**config.mk**
```make
export PLATFORM = sky130hd
export DESIGN_NAME = pickup_tracker
export DESIGN_NICKNAME = d
export VERILOG_FILES = /design/src/rtl/pickup_tracker_pkg.sv /design/src/rtl/pickup_tracker_power_timer.sv /design/src/rtl/pickup_tracker.sv
export SDC_FILE = /design/constraint.sdc
export NUM_CORES = 1
export LEC_CHECK = 0
export ABC_AREA = 1
export BUFFER_PORTS_ARGS = -buffer_cell sky130_fd_sc_hd__buf_4
export CORE_MARGIN = 2
export CORE_UTILIZATION = 41
export DETAILED_ROUTE_END_ITERATION = 7
export PLACE_DENSITY = 0.65
export REMOVE_ABC_BUFFERS = 1
export SYNTH_ARGS = -nofsm -noshare
export SYNTH_HDL_FRONTEND = slang
export SYNTH_SLANG_ARGS = --single-unit
```
**constraint.sdc**
```tcl
create_clock -name vga_pix_clk -period 2.45 [get_ports vga_pix_clk]
set_clock_uncertainty 0.1 [all_clocks]
set_input_delay 0.3675 -clock vga_pix_clk [delete_from_list [all_inputs] [get_ports vga_pix_clk]]
set_output_delay 0.3675 -clock vga_pix_clk [all_outputs]
set_load 0.005 [all_outputs]
```
**src/rtl/pickup_tracker_pkg.sv**
```systemverilog
// +----------------------------------------------------------------------+
// | pickup_tracker_pkg: map tile codes, pickup points, lookup FSM states |
// | Revision: 1.0                                                        |
// +----------------------------------------------------------------------+
`default_nettype none

package pickup_tracker_pkg;

    localparam logic [3:0] empty_tile  = 4'h0;
    localparam logic [3:0] candy_tile  = 4'h1;
    localparam logic [3:0] cookie_tile = 4'h2;

    localparam int CANDY_POINTS  = 10;
    localparam int COOKIE_POINTS = 50;

    typedef enum logic [1:0] {
        IDLE = 2'd0,
        RD   = 2'd1,
        EAT  = 2'd2
    } pickup_state_t;

endpackage

`default_nettype wire

```
**src/rtl/pickup_tracker_power_timer.sv**
```systemverilog
// +----------------------------------------------------------------------+
// | power_timer: frame-based power-mode countdown with warn/end outputs  |
// | Revision: 1.0                                                        |
// +----------------------------------------------------------------------+
`default_nettype none

module power_timer #(
    parameter int POWER_FRAMES = 360,
    parameter int WARN_FRAMES  = 120
) (
    input  logic vga_pix_clk,
    input  logic rst,
    input  logic clear,
    input  logic reload,
    input  logic frame_stb,
    output logic active,
    output logic warn,
    output logic end_stb
);

    localparam int T_W = $clog2(POWER_FRAMES + 1);

    logic [T_W-1:0] timer_q, timer_d;
    logic           end_stb_q, end_stb_d;

    // Clear beats reload beats countdown; a reload never produces an end pulse.
    always_comb begin
        timer_d   = timer_q;
        end_stb_d = 1'b0;
        if (clear) begin
            timer_d = '0;
        end else if (reload) begin
            timer_d = T_W'(POWER_FRAMES);
        end else if (frame_stb && (timer_q != '0)) begin
            timer_d   = timer_q - T_W'(1);
            end_stb_d = (timer_q == T_W'(1));
        end
    end

    always_ff @(posedge vga_pix_clk) begin
        if (rst) begin
            timer_q   <= '0;
            end_stb_q <= 1'b0;
        end else begin
            timer_q   <= timer_d;
            end_stb_q <= end_stb_d;
        end
    end

    assign active  = (timer_q != '0);
    assign warn    = active && (32'(timer_q) <= WARN_FRAMES);
    assign end_stb = end_stb_q;

endmodule

`default_nettype wire

```
**src/rtl/pickup_tracker.sv**
```systemverilog
// +----------------------------------------------------------------------+
// | pickup_tracker: tile lookup, eat strobes, score, pellets, power mode |
// | Revision: 1.0                                                        |
// +----------------------------------------------------------------------+
`default_nettype none

module pickup_tracker
    import pickup_tracker_pkg::*;
#(
    parameter int MAP_W        = 28,
    parameter int MAP_H        = 31,
    parameter int MAP_RD_LAT   = 1,
    parameter int PELLET_TOTAL = 244,
    parameter int SCORE_W      = 20,
    parameter int POWER_FRAMES = 360,
    parameter int WARN_FRAMES  = 120
) (
    input  logic                              vga_pix_clk,
    input  logic                              rst,
    input  logic                              level_rst,
    input  logic                              frame_stb,
    input  logic                              pos_valid,
    input  logic [$clog2(MAP_W)-1:0]          pos_x,
    input  logic [$clog2(MAP_H)-1:0]          pos_y,
    output logic                              busy,
    output logic [$clog2(MAP_W*MAP_H)-1:0]    map_rd_addr,
    input  logic [3:0]                        map_tile,
    output logic                              map_wr_en,
    output logic [$clog2(MAP_W*MAP_H)-1:0]    map_wr_addr,
    output logic [3:0]                        map_wr_data,
    output logic                              ate_candy_stb,
    output logic                              ate_power_cookie_stb,
    output logic                              level_clear_stb,
    output logic [SCORE_W-1:0]                score,
    output logic [$clog2(PELLET_TOTAL+1)-1:0] pellets_left,
    output logic                              power_active,
    output logic                              power_warn,
    output logic                              power_end_stb
);

    localparam int A_W = $clog2(MAP_W * MAP_H);
    localparam int P_W = $clog2(PELLET_TOTAL + 1);
    localparam int C_W = (MAP_RD_LAT > 1) ? $clog2(MAP_RD_LAT) : 1;
    localparam logic [SCORE_W-1:0] SCORE_MAX = '1;

    pickup_state_t      state_q, state_d;
    logic [A_W-1:0]     addr_q, addr_d;
    logic [C_W-1:0]     rd_cnt_q, rd_cnt_d;
    logic               candy_q, candy_d;
    logic               cookie_q, cookie_d;
    logic               clear_q, clear_d;
    logic               wr_en_q, wr_en_d;
    logic [SCORE_W-1:0] score_q, score_d;
    logic [P_W-1:0]     pellets_q, pellets_d;

    logic               pos_ok;
    logic               is_candy;
    logic               is_cookie;
    logic               reload;
    logic [SCORE_W:0]   points;
    logic [SCORE_W:0]   score_sum;

    assign pos_ok    = (32'(pos_x) < MAP_W) && (32'(pos_y) < MAP_H);
    assign is_candy  = (map_tile == candy_tile);
    assign is_cookie = (map_tile == cookie_tile);
    assign points    = is_cookie ? (SCORE_W+1)'(COOKIE_POINTS) : (SCORE_W+1)'(CANDY_POINTS);
    assign score_sum = {1'b0, score_q} + points;

    always_comb begin
        state_d   = state_q;
        addr_d    = addr_q;
        rd_cnt_d  = rd_cnt_q;
        candy_d   = 1'b0;
        cookie_d  = 1'b0;
        clear_d   = 1'b0;
        wr_en_d   = 1'b0;
        score_d   = score_q;
        pellets_d = pellets_q;
        reload    = 1'b0;

        case (state_q)
            IDLE: begin
                if (pos_valid && pos_ok) begin
                    addr_d   = A_W'(pos_y) * A_W'(MAP_W) + A_W'(pos_x);
                    rd_cnt_d = '0;
                    state_d  = RD;
                end
            end
            RD: begin
                if (rd_cnt_q == C_W'(MAP_RD_LAT - 1)) begin
                    state_d = EAT;
                end else begin
                    rd_cnt_d = rd_cnt_q + C_W'(1);
                end
            end
            EAT: begin
                state_d = IDLE;
                if (is_candy || is_cookie) begin
                    candy_d  = is_candy;
                    cookie_d = is_cookie;
                    reload   = is_cookie;
                    wr_en_d  = 1'b1;
                    score_d  = score_sum[SCORE_W] ? SCORE_MAX : score_sum[SCORE_W-1:0];
                    // Eats after the level is cleared still score but leave the count at zero.
                    if (pellets_q != '0) begin
                        pellets_d = pellets_q - P_W'(1);
                        clear_d   = (pellets_q == P_W'(1));
                    end
                end
            end
            default: state_d = IDLE;
        endcase

        if (level_rst) begin
            state_d   = IDLE;
            candy_d   = 1'b0;
            cookie_d  = 1'b0;
            clear_d   = 1'b0;
            wr_en_d   = 1'b0;
            reload    = 1'b0;
            score_d   = score_q;
            pellets_d = P_W'(PELLET_TOTAL);
        end
    end

    always_ff @(posedge vga_pix_clk) begin
        if (rst) begin
            state_q   <= IDLE;
            addr_q    <= '0;
            rd_cnt_q  <= '0;
            candy_q   <= 1'b0;
            cookie_q  <= 1'b0;
            clear_q   <= 1'b0;
            wr_en_q   <= 1'b0;
            score_q   <= '0;
            pellets_q <= P_W'(PELLET_TOTAL);
        end else begin
            state_q   <= state_d;
            addr_q    <= addr_d;
            rd_cnt_q  <= rd_cnt_d;
            candy_q   <= candy_d;
            cookie_q  <= cookie_d;
            clear_q   <= clear_d;
            wr_en_q   <= wr_en_d;
            score_q   <= score_d;
            pellets_q <= pellets_d;
        end
    end

    power_timer #(
        .POWER_FRAMES (POWER_FRAMES),
        .WARN_FRAMES  (WARN_FRAMES)
    ) u_power_timer (
        .vga_pix_clk (vga_pix_clk),
        .rst         (rst),
        .clear       (level_rst),
        .reload      (reload),
        .frame_stb   (frame_stb),
        .active      (power_active),
        .warn        (power_warn),
        .end_stb     (power_end_stb)
    );

    // addr_q only moves when a new lookup is accepted, so it is still the eaten tile in the write cycle.
    assign busy                 = (state_q != IDLE);
    assign map_rd_addr          = addr_q;
    assign map_wr_addr          = addr_q;
    assign map_wr_en            = wr_en_q;
    assign map_wr_data          = empty_tile;
    assign ate_candy_stb        = candy_q;
    assign ate_power_cookie_stb = cookie_q;
    assign level_clear_stb      = clear_q;
    assign score                = score_q;
    assign pellets_left         = pellets_q;

endmodule

`default_nettype wire

```
# Word level (Yosys, flattened, before mapping)
# Cells that the tools add are included.
dict set report word_totals {
  input_bits 19
  regBits 55
  ram_bits 0
  rom_bits 0
  latch_bits 0
  memories 0
}
dict set report classes {
  mul 1
  n_shift 0
  reduce_logical 22
  n_div 0
  n_mux 14
  n_eq_ne 8
  bitwise 5
  order_cmp 3
  addsub 5
}
# cell count
set ops {}
lappend ops {{$add 20x6->21} 1}
lappend ops {{$mux 20} 1}
lappend ops {{$mux 9} 2}
lappend ops {{$add 10x5->10} 1}
lappend ops {{$lt 5x5->1 const B} 2}
lappend ops {{$eq 9x1->1 const B} 1}
lappend ops {{$le 9x7->1 const B} 1}
lappend ops {{$reduce_bool 9->1} 1}
lappend ops {{$sub 9x1->9 const B} 1}
lappend ops {{$eq 8x1->1 const B} 1}
lappend ops {{$mul 5x3->8 const B} 1}
lappend ops {{$reduce_bool 8->1} 1}
lappend ops {{$reduce_or 4->1} 2}
lappend ops {{$sub 8x1->8 const B} 1}
lappend ops {{$mux 1} 6}
lappend ops {{$mux 6} 1}
lappend ops {{$reduce_and 2->1} 3}
lappend ops {{$reduce_and 3->1} 2}
lappend ops {{$reduce_bool 2->1} 3}
lappend ops {{$reduce_or 3->1} 2}
lappend ops {{$not 1->1} 5}
lappend ops {{$reduce_or 5->1} 1}
lappend ops {{$eq 4x1->1 const B} 1}
lappend ops {{$eq 4x2->1 const B} 1}
lappend ops {{other kinds (11)} 16}

# Logic depth before layout (Yosys ltp)
# Gate-level depths: netlist (run 1).
dict set report logic_depth {
  ltp_word 6
  ltp_mapped 16
  mapped_depth_nobuf 16
}

# Modules after synthesis
# A second synthesis (run 1) with hierarchy kept.
dict set report unflattened {
  hier_cells 503
  hier_area_um2 3525.9
}
# mod cells_each area_per_inst_um2 seq_area_each_um2 n_inst
set modules_own_cells {}
lappend modules_own_cells {pickup_tracker 406 2889.0 880.8 1}
lappend modules_own_cells {power_timer 97 636.9 200.2 1}

# Worst setup path before layout (run 1)
# OpenSTA, ideal clock, no wires.
dict set report synth_timing {
  path_kind {input to register}
  start {in pos_y[0]}
  end {reg addr_q[9], in the netlist map_rd_addr[9]}
  path_buffers 0
  arrival_time_ps 2209
  stages 10
  slack_ps 24
  required_ps 2233
  cell_sequence {fa_1 ha_1 inv_1 fa_1 xnor2_1 nand3_1 nor2_1 a21oi_1 nor2_1 nor2_1}
}
dict set report synth_between {
  elab_chain_cells 4
}
# item line_no
set synth_lines {}
lappend synth_lines {{start: declaration} pickup_tracker.sv:24} ;# input logic [$clog2(MAP_H)-1:0] pos_y,
lappend synth_lines {{branches (longest 4 deep; another with $add 10x5->10)} n/a}
lappend synth_lines {{end signal: assignment} pickup_tracker.sv:139} ;# addr_q <= addr_d;
lappend synth_lines {{end: declaration} pickup_tracker.sv:47} ;# logic [A_W-1:0] addr_q, addr_d;
# Several ways; the timed one is not identified.
# A chain may end at the register's enable or synchronous reset.

# Final worst setup path (run 1)
dict set report layout_timing {
  start {in pos_y[0]}
  end {reg addr_q[8], in the netlist map_rd_addr[8]}
}
# Same word-level chain as after synthesis.

==> results of run 1 <==
[cell families (layout without fill, tap and decap cells)]
| logic type | after synthesis | in the layout | synth area share |
|---|---|---|---|
| DFF | 54 | 54 | 0.2997 |
| adders and majority gates | 27 | 27 | 0.1061 |
| other | 1 | 4 | 0.001040 |
| AOI/OAI and AO/OA | 68 | 68 | 0.1082 |
| buffers and inverters | 91 | 170 | 0.1152 |
| and+or+nand+nor | 250 | 250 | 0.3188 |
| xor gates and xnor gates | 21 | 21 | 0.05099 |
[critical path, stage by stage]
cell      delay, ns
buf_4          0.12
fa_1           0.54
ha_1           0.16
inv_1          0.06
fa_1           0.42
nand3b_1       0.19
nand2_1        0.11
xor2_2         0.09
or2_2          0.30
a21oi_1        0.14
[area by class of cell]
cell class                 count  area (sq um)
clock inverter                 3         28.78
multi-input combinational    370          2137
timing repair buffer          93         698.2
sequential                    54          1081
tap                          108         135.1
fill                         872          4228
clock buffer                   5         68.82
inverter                      69         259.0
[per-layer routing]
metal | vias to the layer above | routed length [um] | GRT usage | part of all wire
li1 | 1794 | - | - | -
met1 | 1561 | 4030 | 0.2345 | 0.48
met2 | 71 | 3995 | 0.2955 | 0.47
met3 | 7 | 374 | 0.04080 | 0.044
met4 | 0 | 83 | 0.05662 | 0.0098
met5 | - | 0 | 0 | 0
[through the flow]
step,util,instances
2_1_floorplan,-,493
3_3_place_gp,0.4974,694
3_5_place_dp,0.4974,694
4_1_cts,0.5087,702
5_1_grt,0.5104,702
6_report,0.5104,702
[flip-flops by register name (all words and copies together) (netlist names)]
name	flops
score	20
map_rd_addr	10
u_power_timer.timer_q	9
pellets_left	8
state_q	2
ate_candy_stb	1
ate_power_cookie_stb	1
level_clear_stb	1
map_wr_en	1
u_power_timer.end_stb	1
[worst max-delay path by stage]
stage,startpoint,end
after floorplan,pos_y[0],map_rd_addr[9]
after CTS,pos_y[0],map_rd_addr[9]
final,pos_y[0],map_rd_addr[8]
after detailed placement,pos_y[0],map_rd_addr[9]
after global placement,pos_y[0],map_rd_addr[9]
after global routing,pos_y[0],map_rd_addr[9]
[cells in the final DEF (no fill, tap or decap), types with 2 or more instances in the layout]
master    synthesis  final
o211ai_1          5      5
nor2_1           54     54
nor3_1            4      4
clkbuf_8          0      5
nand2_1         105    105
o21ai_0          15     15
inv_2             5      5
dfxtp_1          54     54
o21ai_1          12     12
nand2_2           4      4
ha_1             21     21
nand2_4           3      3
nand3b_1          4      4
xor2_1           15     14
xnor2_1           6      5
conb_1            1      4
buf_4            17     93
nor2_2           10     10
inv_1            64     64
a21oi_1          27     27
fa_1              6      6
a21oi_4           2      2
a31oi_1           4      4
nand4_1          16     16
or2_2             3      3
nand3_1          43     43
[report_power, final]
part	internal [mW]	total (mW)	switching, mW	leakage [nW]
clock	0.215	0.553	0.338	0.0506
combinational	0.765	1.64	0.875	1.70
sequential	0.975	1.08	0.104	0.438
[timing repair]
| action | in CTS | in global routing |
|---|---|---|
| resized for setup | 0 | 2 |
| hold endpoints to repair | 0 | 0 |
| endpoints found under the setup margin | 0 | 1 |
| buffers inserted | 0 | 0 |
==> impl_metrics.yaml, run 1 <==
power:
  max-vdd-ir-drop_uv: 513.9
  p_total_mw: 3.273
  power_density_nw_per_um2: 742.4
  leakagePower_nw: 2.187
floorplanning:
  fp.coreArea_sq_um: 8636
  die_area_sq_um: 9565
  start_util: 0.4177
  die_y_um: 97.80
  row_count: 34
  die_x_um: 97.80
  io_pins: 79
final_layout:
  drive_gt1_frac: 0.2239
  antenna_cells: 0
  design_area_sq_um: 4408
  syn2layout_area_growth_pct: 22.20
  final_net_count: 639
hold_path:
  worst_hold_path.endpoint: "map_rd_addr[0]"
  hold_start: "pos_x[0]"
  hold_class: "in2reg"
  hold_depth: 3
logic_synthesis:
  async_reset_ff_frac: 0
  synth_edf_count: 0
  yosysTopAreaCellShare: 0.2997
  avgSynthCellArea_sq_um: 7.045
  yosysSeqAreaShare: 0.2997
  yosysTopAreaCell: "dfxtp_1"
  yosysUniqueCellTypes: 36
  yosys_warnings: 0
  syn_inst: 512
  ys.flop_type: "dfxtp_1"
  synthTopCellsByCount: "nand2_1 (105), inv_1 (64), dfxtp_1 (54), nor2_1 (54), nand3_1 (43)"
  synth_most_common_cell: "nand2_1"
  synth_area_sq_um: 3607
  synth_area_leaders: "dfxtp_1 (30%), nand2_1 (11%), ha_1 (7.3%), inv_1 (6.7%), nand3_1 (6.0%)"
  ys_seq_elements: 54
detailed_routing:
  first_pass_iters: 4
  drtIter0Drc: 138
  vias_per_cell: 4.890
  wire_per_inst_um: 12.09
  dr_total_vias: 3433
  drt-total-wl_um: 8484
  antenna_left: 0
  drc: 0
placement:
  post-place-ws_ns: -0.2131
  dpl-instance-area_sq_um: 4295
  portBuffers: 74
  dp_hpwl_um: 6636
  gp_congestion: 0.8914
global_routing:
  grt_max_degree: 20
  grt_pass1_wl_um: 14440
  grtUsageTotal: 0.1793
  antenna_found_initial: 0
  overflow: 0
  grt_pass1_vias: 3227
run:
  max_cap_violations: 0
sta:
  finalSetupViolCount: 0
  fin_crit_ns: 2.340
  fin_tns_setup_ns: 0
  fin_crit_sh: 0.9551
  finalHoldViolCount: 0
  hold_ws_ns: 0.1665
  slew_violations: 0
  setup_slack_ns: 0.1100
  max_freq_mhz: 427.4
clocking:
  ctsLongestPathBuffers: 2
  clkLatencyLatePin_ns: 0.32
  htreeDepth: 2
  cts_sinks: 54
  cts.reportedPaths.clkPinSlew_ns: 0.11
  cts_tree: "built"
  cts_root_buf: "clkbuf_8"
  cts_buffers: 5
  cts_hold_buf: 0
setup_path:
  worstReg2RegStart: "u_power_timer.timer_q[0]"
  worstSetupPathType: "in2reg"
  reg2reg_setup_slack_ns: 0.43
  path_max_fanout: 4
  reg2regPathDepth: 10
  critPathLaunchType: "input pin"
  crit_path_end_kind: "flop"
  reg2reg_to: "u_power_timer.timer_q[2]"
  crit_required_ns: 2.60
  arrival_ns: 2.49
run_status:
  outcome: "finished clean"
Note: power is estimated with default switching activity, not from simulation.
==> run 2, diff against run 1 <==
--- a/config.mk
+++ b/config.mk
@@ -10,8 +10,9 @@
 export CORE_MARGIN = 2
 export CORE_UTILIZATION = 41
 export DETAILED_ROUTE_END_ITERATION = 7
-export PLACE_DENSITY = 0.65
+export PLACE_DENSITY = 0.76
 export REMOVE_ABC_BUFFERS = 1
 export SYNTH_ARGS = -nofsm -noshare
 export SYNTH_HDL_FRONTEND = slang
+export SYNTH_HIERARCHICAL = 1
 export SYNTH_SLANG_ARGS = --single-unit
==> impl_metrics.yaml, run 2 <==
run_status:
  outcome: "finished clean"
detailed_routing:
  dr_total_vias: 3419
  drc: 0
  wl_met3_um: 371
  wire_per_inst_um: 11.75
  dr_wl_met2_um: 3932
  drtIter0Drc: 100
  vias_per_cell: 5.006
  antenna_left: 0
  top_layer_used: "met4"
  wl_met1_um: 3597
  drt-total-wl_um: 8023
  first_pass_iters: 4
clocking:
  cts_tree: "built"
  post_cts_resized: 0
  cts.reportedPaths.clkPinSlew_ns: 0.10
  cts_root_buf: "clkbuf_8"
  clkLatencyLatePin_ns: 0.30
  cts_setup_buffers: 0
  ctsLongestPathBuffers: 2
  cts_sinks: 54
  cts_buffers: 5
  htreeDepth: 2
  cts_hold_buf: 0
global_routing:
  grtUsageTotal: 0.1693
  grt_pass1_wl_um: 13680
  grt_max_degree: 26
  antenna_found_initial: 0
  grt_pass1_vias: 3118
  overflow: 0
floorplanning:
  die_y_um: 96.74
  die_area_sq_um: 9358
  die_x_um: 96.74
  start_util: 0.4270
  io_pins: 79
  fp.coreArea_sq_um: 8258
  row_count: 33
logic_synthesis:
  syn_inst: 503
  yosysSeqAreaShare: 0.3066
  async_reset_ff_frac: 0
  synth_compound_area_frac: 0.09262
  avgSynthCellArea_sq_um: 7.010
  synthMuxAreaShare: 0
  synth_xor_area_frac: 0.03229
  yosysTopAreaCell: "dfxtp_1"
  synthTopCellsByCount: "nand2_1 (106), inv_1 (67), nor2_1 (57), dfxtp_1 (54), nand3_1 (44)"
  ys.flop_type: "dfxtp_1"
  ys_seq_elements: 54
  yosys_warnings: 6
  synth_area_leaders: "dfxtp_1 (31%), nand2_1 (11%), inv_1 (7.1%), ha_1 (7.1%), nand3_1 (6.2%)"
  synth_edf_count: 0
  synth_area_sq_um: 3526
  yosysTopAreaCellShare: 0.3066
  synth-simple-area-share: 0.3456
  synth_top_family_by_area: "simple AND/OR/NAND/NOR gates"
  yosys.area_share.adder: 0.1050
  yosysUniqueCellTypes: 37
  synth_most_common_cell: "nand2_1"
final_layout:
  ff_latch_area_sq_um: 1081
  layout_common_cells: "nand2_1 (106), buf_4 (84), inv_1 (67)"
  fin_util: 0.5170
  final_net_count: 623
  largest_register_ffs: 20
  final_common_cell: "nand2_1"
  syn2layout_area_growth_pct: 21.08
  drive_gt1_frac: 0.2076
  multiInputGateArea_sq_um: 2044
  antenna_cells: 0
  design_area_sq_um: 4269
  fill_cells: 835
hold_path:
  hold_class: "in2reg"
  hold_start: "level_rst"
sta:
  setup_slack_ns: 0.2594
  finalSetupViolCount: 0
  relSlewSlack: 0.5142
  max_freq_mhz: 456.5
  tightestPinTransition_ns: 0.7279
  fin_crit_ns: 2.191
  hold_ws_ns: 0.1840
  finalHoldViolCount: 0
  rsz0062_at_grt: "false"
  fin_crit_sh: 0.8941
  slew_violations: 0
setup_path:
  crit_required_ns: 2.58
  cpPeakStageDelay_ns: 0.47
  critPathLaunchType: "input pin"
  worstSetupPathType: "in2reg"
  crit_path_end_kind: "flop"
  path_cells: "buf_4 > fa_1 > ha_1 > fa_1 > xor2_1 > buf_4 > nand3_1 > nor2_1 > nand3_1 > a31oi_1"
  startpoint: "pos_y[0]"
  path_max_fanout: 2
  arrival_ns: 2.32
  critPathBufInv: 2
  worstReg2RegStart: "score[4]"
  slowest_stage: "fa_1"
  path_delay_family: "adder cells"
power:
  netSwitchingFraction: 0.3227
  max-vdd-ir-drop_uv: 308.4
  p_sw_mw: 0.7586
  p_int_mw: 1.592
  power_density_nw_per_um2: 550.6
  seqPwrFrac: 0.408
  combPwrFrac: 0.329
  p_total_mw: 2.350
  leakagePower_nw: 2.139
  power_frac_clock: 0.263
placement:
  gp_congestion: 0.9203
  dpl-instance-area_sq_um: 4156
  portBuffers: 74
  dp_hpwl_um: 6253
  post-place-ws_ns: -0.07559
run:
  max_cap_violations: 0
-- run 2: cell count changes after synthesis, moves of 3 or more --
cell	previous run	this run
o211ai_1	5	1
o21ai_0	15	26
nor3_1	4	7
inv_1	64	67
buf_4	17	14
o21ai_1	12	2
nor2_4	1	4
nor2_2	10	5
nor2_1	54	57
nand3b_1	4	1
xor2_1	15	8
-- run 2: layout make-up --
cell class / instances / share of cell area
clock inverter: 1 / 0.007034
clock buffer: 6 / 0.01934
multi-input combinational: 362 / 0.4789
timing repair buffer: 84 / 0.1477
sequential: 54 / 0.2532
inverter: 71 / 0.06301
tap: 105 / 0.03077
-- run 2: cell families (layout without fill, tap and decap cells) --
logic type,count (synthesis),count (layout)
AND/OR/NAND/NOR,257,257
AO/OA/AOI/OAI,62,62
buffers and inverters,90,162
flip-flops,54,54
XOR/XNOR,13,13
other,1,4
adder cells (fa/ha/maj),26,26
-- run 2: path summary, 6_finish.rpt --
| check | endpoint | slack [ns] | cells after the start |
|---|---|---|---|
| max | map_rd_addr[8] | 0.26 | 10 |
| max reg2reg | score[15] | 0.58 | 10 |
| min reg2reg | state_q[1] | 0.35 | 1 |
| min | ate_power_cookie_stb | 0.18 | 2 |
-- run 2: stage by stage --
| stage | std cells | TNS, ns |
|---|---|---|
| after floorplan | 487 | 0 |
| after global placement | 676 | -0.06658 |
| after global routing | 683 | 0 |
| after CTS | 683 | 0 |
| final | 683 | 0 |
| after detailed placement | 676 | -0.1257 |
-- run 2: power by group through the flow --
stage               logic (mW)  clock network (mW)  registers, mW
floorplan                0.503                   0          0.973
global placement         0.753                   0          0.976
detailed placement       0.771                   0          0.978
CTS                      0.774               0.640          0.959
global route             0.867               0.672          0.966
finish                   0.773               0.618          0.959
-- run 2: routing by layer --
layer,global-route usage,vias to the layer above
li1,-,1742
met5,0,-
met2,0.2986,95
met4,0.05525,0
met1,0.2107,1572
met3,0.02601,10
==> run 3, diff against run 2 <==
--- a/config.mk
+++ b/config.mk
@@ -7,9 +7,10 @@
 export LEC_CHECK = 0
 export ABC_AREA = 1
 export BUFFER_PORTS_ARGS = -buffer_cell sky130_fd_sc_hd__buf_4
-export CORE_MARGIN = 2
+export CORE_MARGIN = 3
 export CORE_UTILIZATION = 41
 export DETAILED_ROUTE_END_ITERATION = 7
+export GPL_TIMING_DRIVEN = 0
 export PLACE_DENSITY = 0.76
 export REMOVE_ABC_BUFFERS = 1
 export SYNTH_ARGS = -nofsm -noshare
==> impl_metrics.yaml, run 3 (same netlist as run 2, synthesis figures left out) <==
clocking:
  cts_root_buf: "clkbuf_8"
  cts_tree: "built"
  htreeDepth: 2
  cts.reportedPaths.clkPinSlew_ns: 0.09
  ctsLongestPathBuffers: 2
  clkLatencyLatePin_ns: 0.29
  cts_sinks: 54
  cts_buffers: 5
setup_path:
  critPathBufInv: 2
  reg2reg_setup_slack_ns: 0.53
  path_cells: "buf_4 > fa_1 > ha_1 > fa_1 > xor2_2 > buf_4 > nand3_1 > nor2_1 > nand3_1 > a31oi_1"
  path_max_fanout: 4
  path_delay_family: "adder cells"
  cpPeakStageDelay_ns: 0.47
  reg2regPathDepth: 9
  worstReg2RegStart: "score[5]"
  worstSetupPathType: "in2reg"
  critPathLaunchType: "input pin"
  arrival_ns: 2.44
  reg2reg_to: "score[2]"
  crit_required_ns: 2.58
  slowest_stage: "fa_1"
  crit_path_end_kind: "flop"
detailed_routing:
  dr_total_vias: 3374
  vias_per_cell: 4.999
  dr_wl_met2_um: 4071
  top_layer_used: "met4"
  wl_met1_um: 3473
  first_pass_iters: 4
  antenna_left: 0
  wire_per_inst_um: 11.89
  drc: 0
  drt-total-wl_um: 8029
  drtIter0Drc: 173
  wl_met3_um: 413
global_routing:
  antenna_found_initial: 0
  grtUsageTotal: 0.1675
  overflow: 0
  grt_pass1_vias: 3134
  grt_max_degree: 26
  grt_pass1_wl_um: 13830
power:
  max-vdd-ir-drop_uv: 277.2
  leakagePower_nw: 2.091
  power_density_nw_per_um2: 546.7
hold_path:
  worst_hold_path.endpoint: "ate_power_cookie_stb"
  hold_class: "in2reg"
  hold_start: "level_rst"
  hold_depth: 2
placement:
  post-place-ws_ns: -0.2463
  dpl.cell_count: 666
  dp_hpwl_um: 6292
  gp_congestion: 0.8814
  portBuffers: 74
run:
  max_cap_violations: 0
run_status:
  outcome: "finished clean"
final_layout:
  largest_register_ffs: 20
  ff_latch_area_sq_um: 1081
  fill_cells: 852
  final_cells: 675
  layout_common_cells: "nand2_1 (106), buf_4 (75), inv_1 (67)"
  multiInputGateArea_sq_um: 2059
  drive_gt1_frac: 0.1982
  final_common_cell: "nand2_1"
  syn2layout_area_growth_pct: 19.41
  antenna_cells: 0
  final_net_count: 614
sta:
  tightestPinTransition_ns: 0.7222
  finalHoldViolCount: 0
  fin_crit_sh: 0.9427
  relSlewSlack: 0.5180
  fin_crit_ns: 2.310
  setup_slack_ns: 0.1404
  rsz0062_at_grt: "false"
  finalSetupViolCount: 0
  max_freq_mhz: 433.0
  slew_violations: 0
floorplanning:
  io_pins: 79
  fp.coreArea_sq_um: 8299
  die_y_um: 98.74
  row_count: 33
  die_area_sq_um: 9749
  start_util: 0.4248
  die_x_um: 98.74
## run 3: metrics by stage
step | instance area [sq um] | hold slack (ns) | setup TNS [ns] | util | total power, mW
floorplan | 3395 | 0.3117 | 0 | - | 1.475
global placement | 4081 | 0.3224 | -0.4606 | 0.4918 | 1.693
detailed placement | 4081 | 0.3350 | -0.5916 | 0.4918 | 1.726
CTS | 4188 | 0.1667 | 0 | 0.5046 | 2.312
global route | 4210 | 0.1832 | 0 | 0.5073 | 2.469
finish | 4210 | 0.1792 | 0 | 0.5073 | 2.302
## run 3: final cells by class
cell class | count | area share
well taps | 105 | 0.03120
inverters | 71 | 0.06389
clock buffers | 7 | 0.01813
flip-flops and latches | 54 | 0.2568
repair buffers | 75 | 0.1337
clock inverters | 1 | 0.007132
multi-input cells | 362 | 0.4892
## run 3: worst max path at each step
stage	startpoint	end	slack, ns	cells after the start
after floorplan	pos_y[0]	map_rd_addr[9]	0.07	9
after global placement	pos_y[0]	map_rd_addr[9]	-0.21	10
after detailed placement	pos_y[0]	map_rd_addr[9]	-0.25	10
after CTS	pos_y[0]	map_rd_addr[9]	0.08	10
after global routing	pos_y[0]	map_rd_addr[8]	0.03	10
final	pos_y[0]	map_rd_addr[8]	0.14	10
## run 3: repair_timing
action | CTS | global route
buffers inserted | 0 | 1
hold buffers | 0 | 0
setup endpoints to repair | 0 | 2
resized for setup | 0 | 3
## run 3: power breakdown
part           total (mW)  internal (mW)  switching [mW]
logic               0.764          0.331           0.434
clock network       0.579          0.306           0.273
registers           0.958          0.917          0.0404
## run 3: per-layer routing
metal	GRT usage	up-vias
li1	-	1728
met1	0.2054	1549
met2	0.3094	93
met4	0.03782	0
met3	0.02335	4
met5	0	-
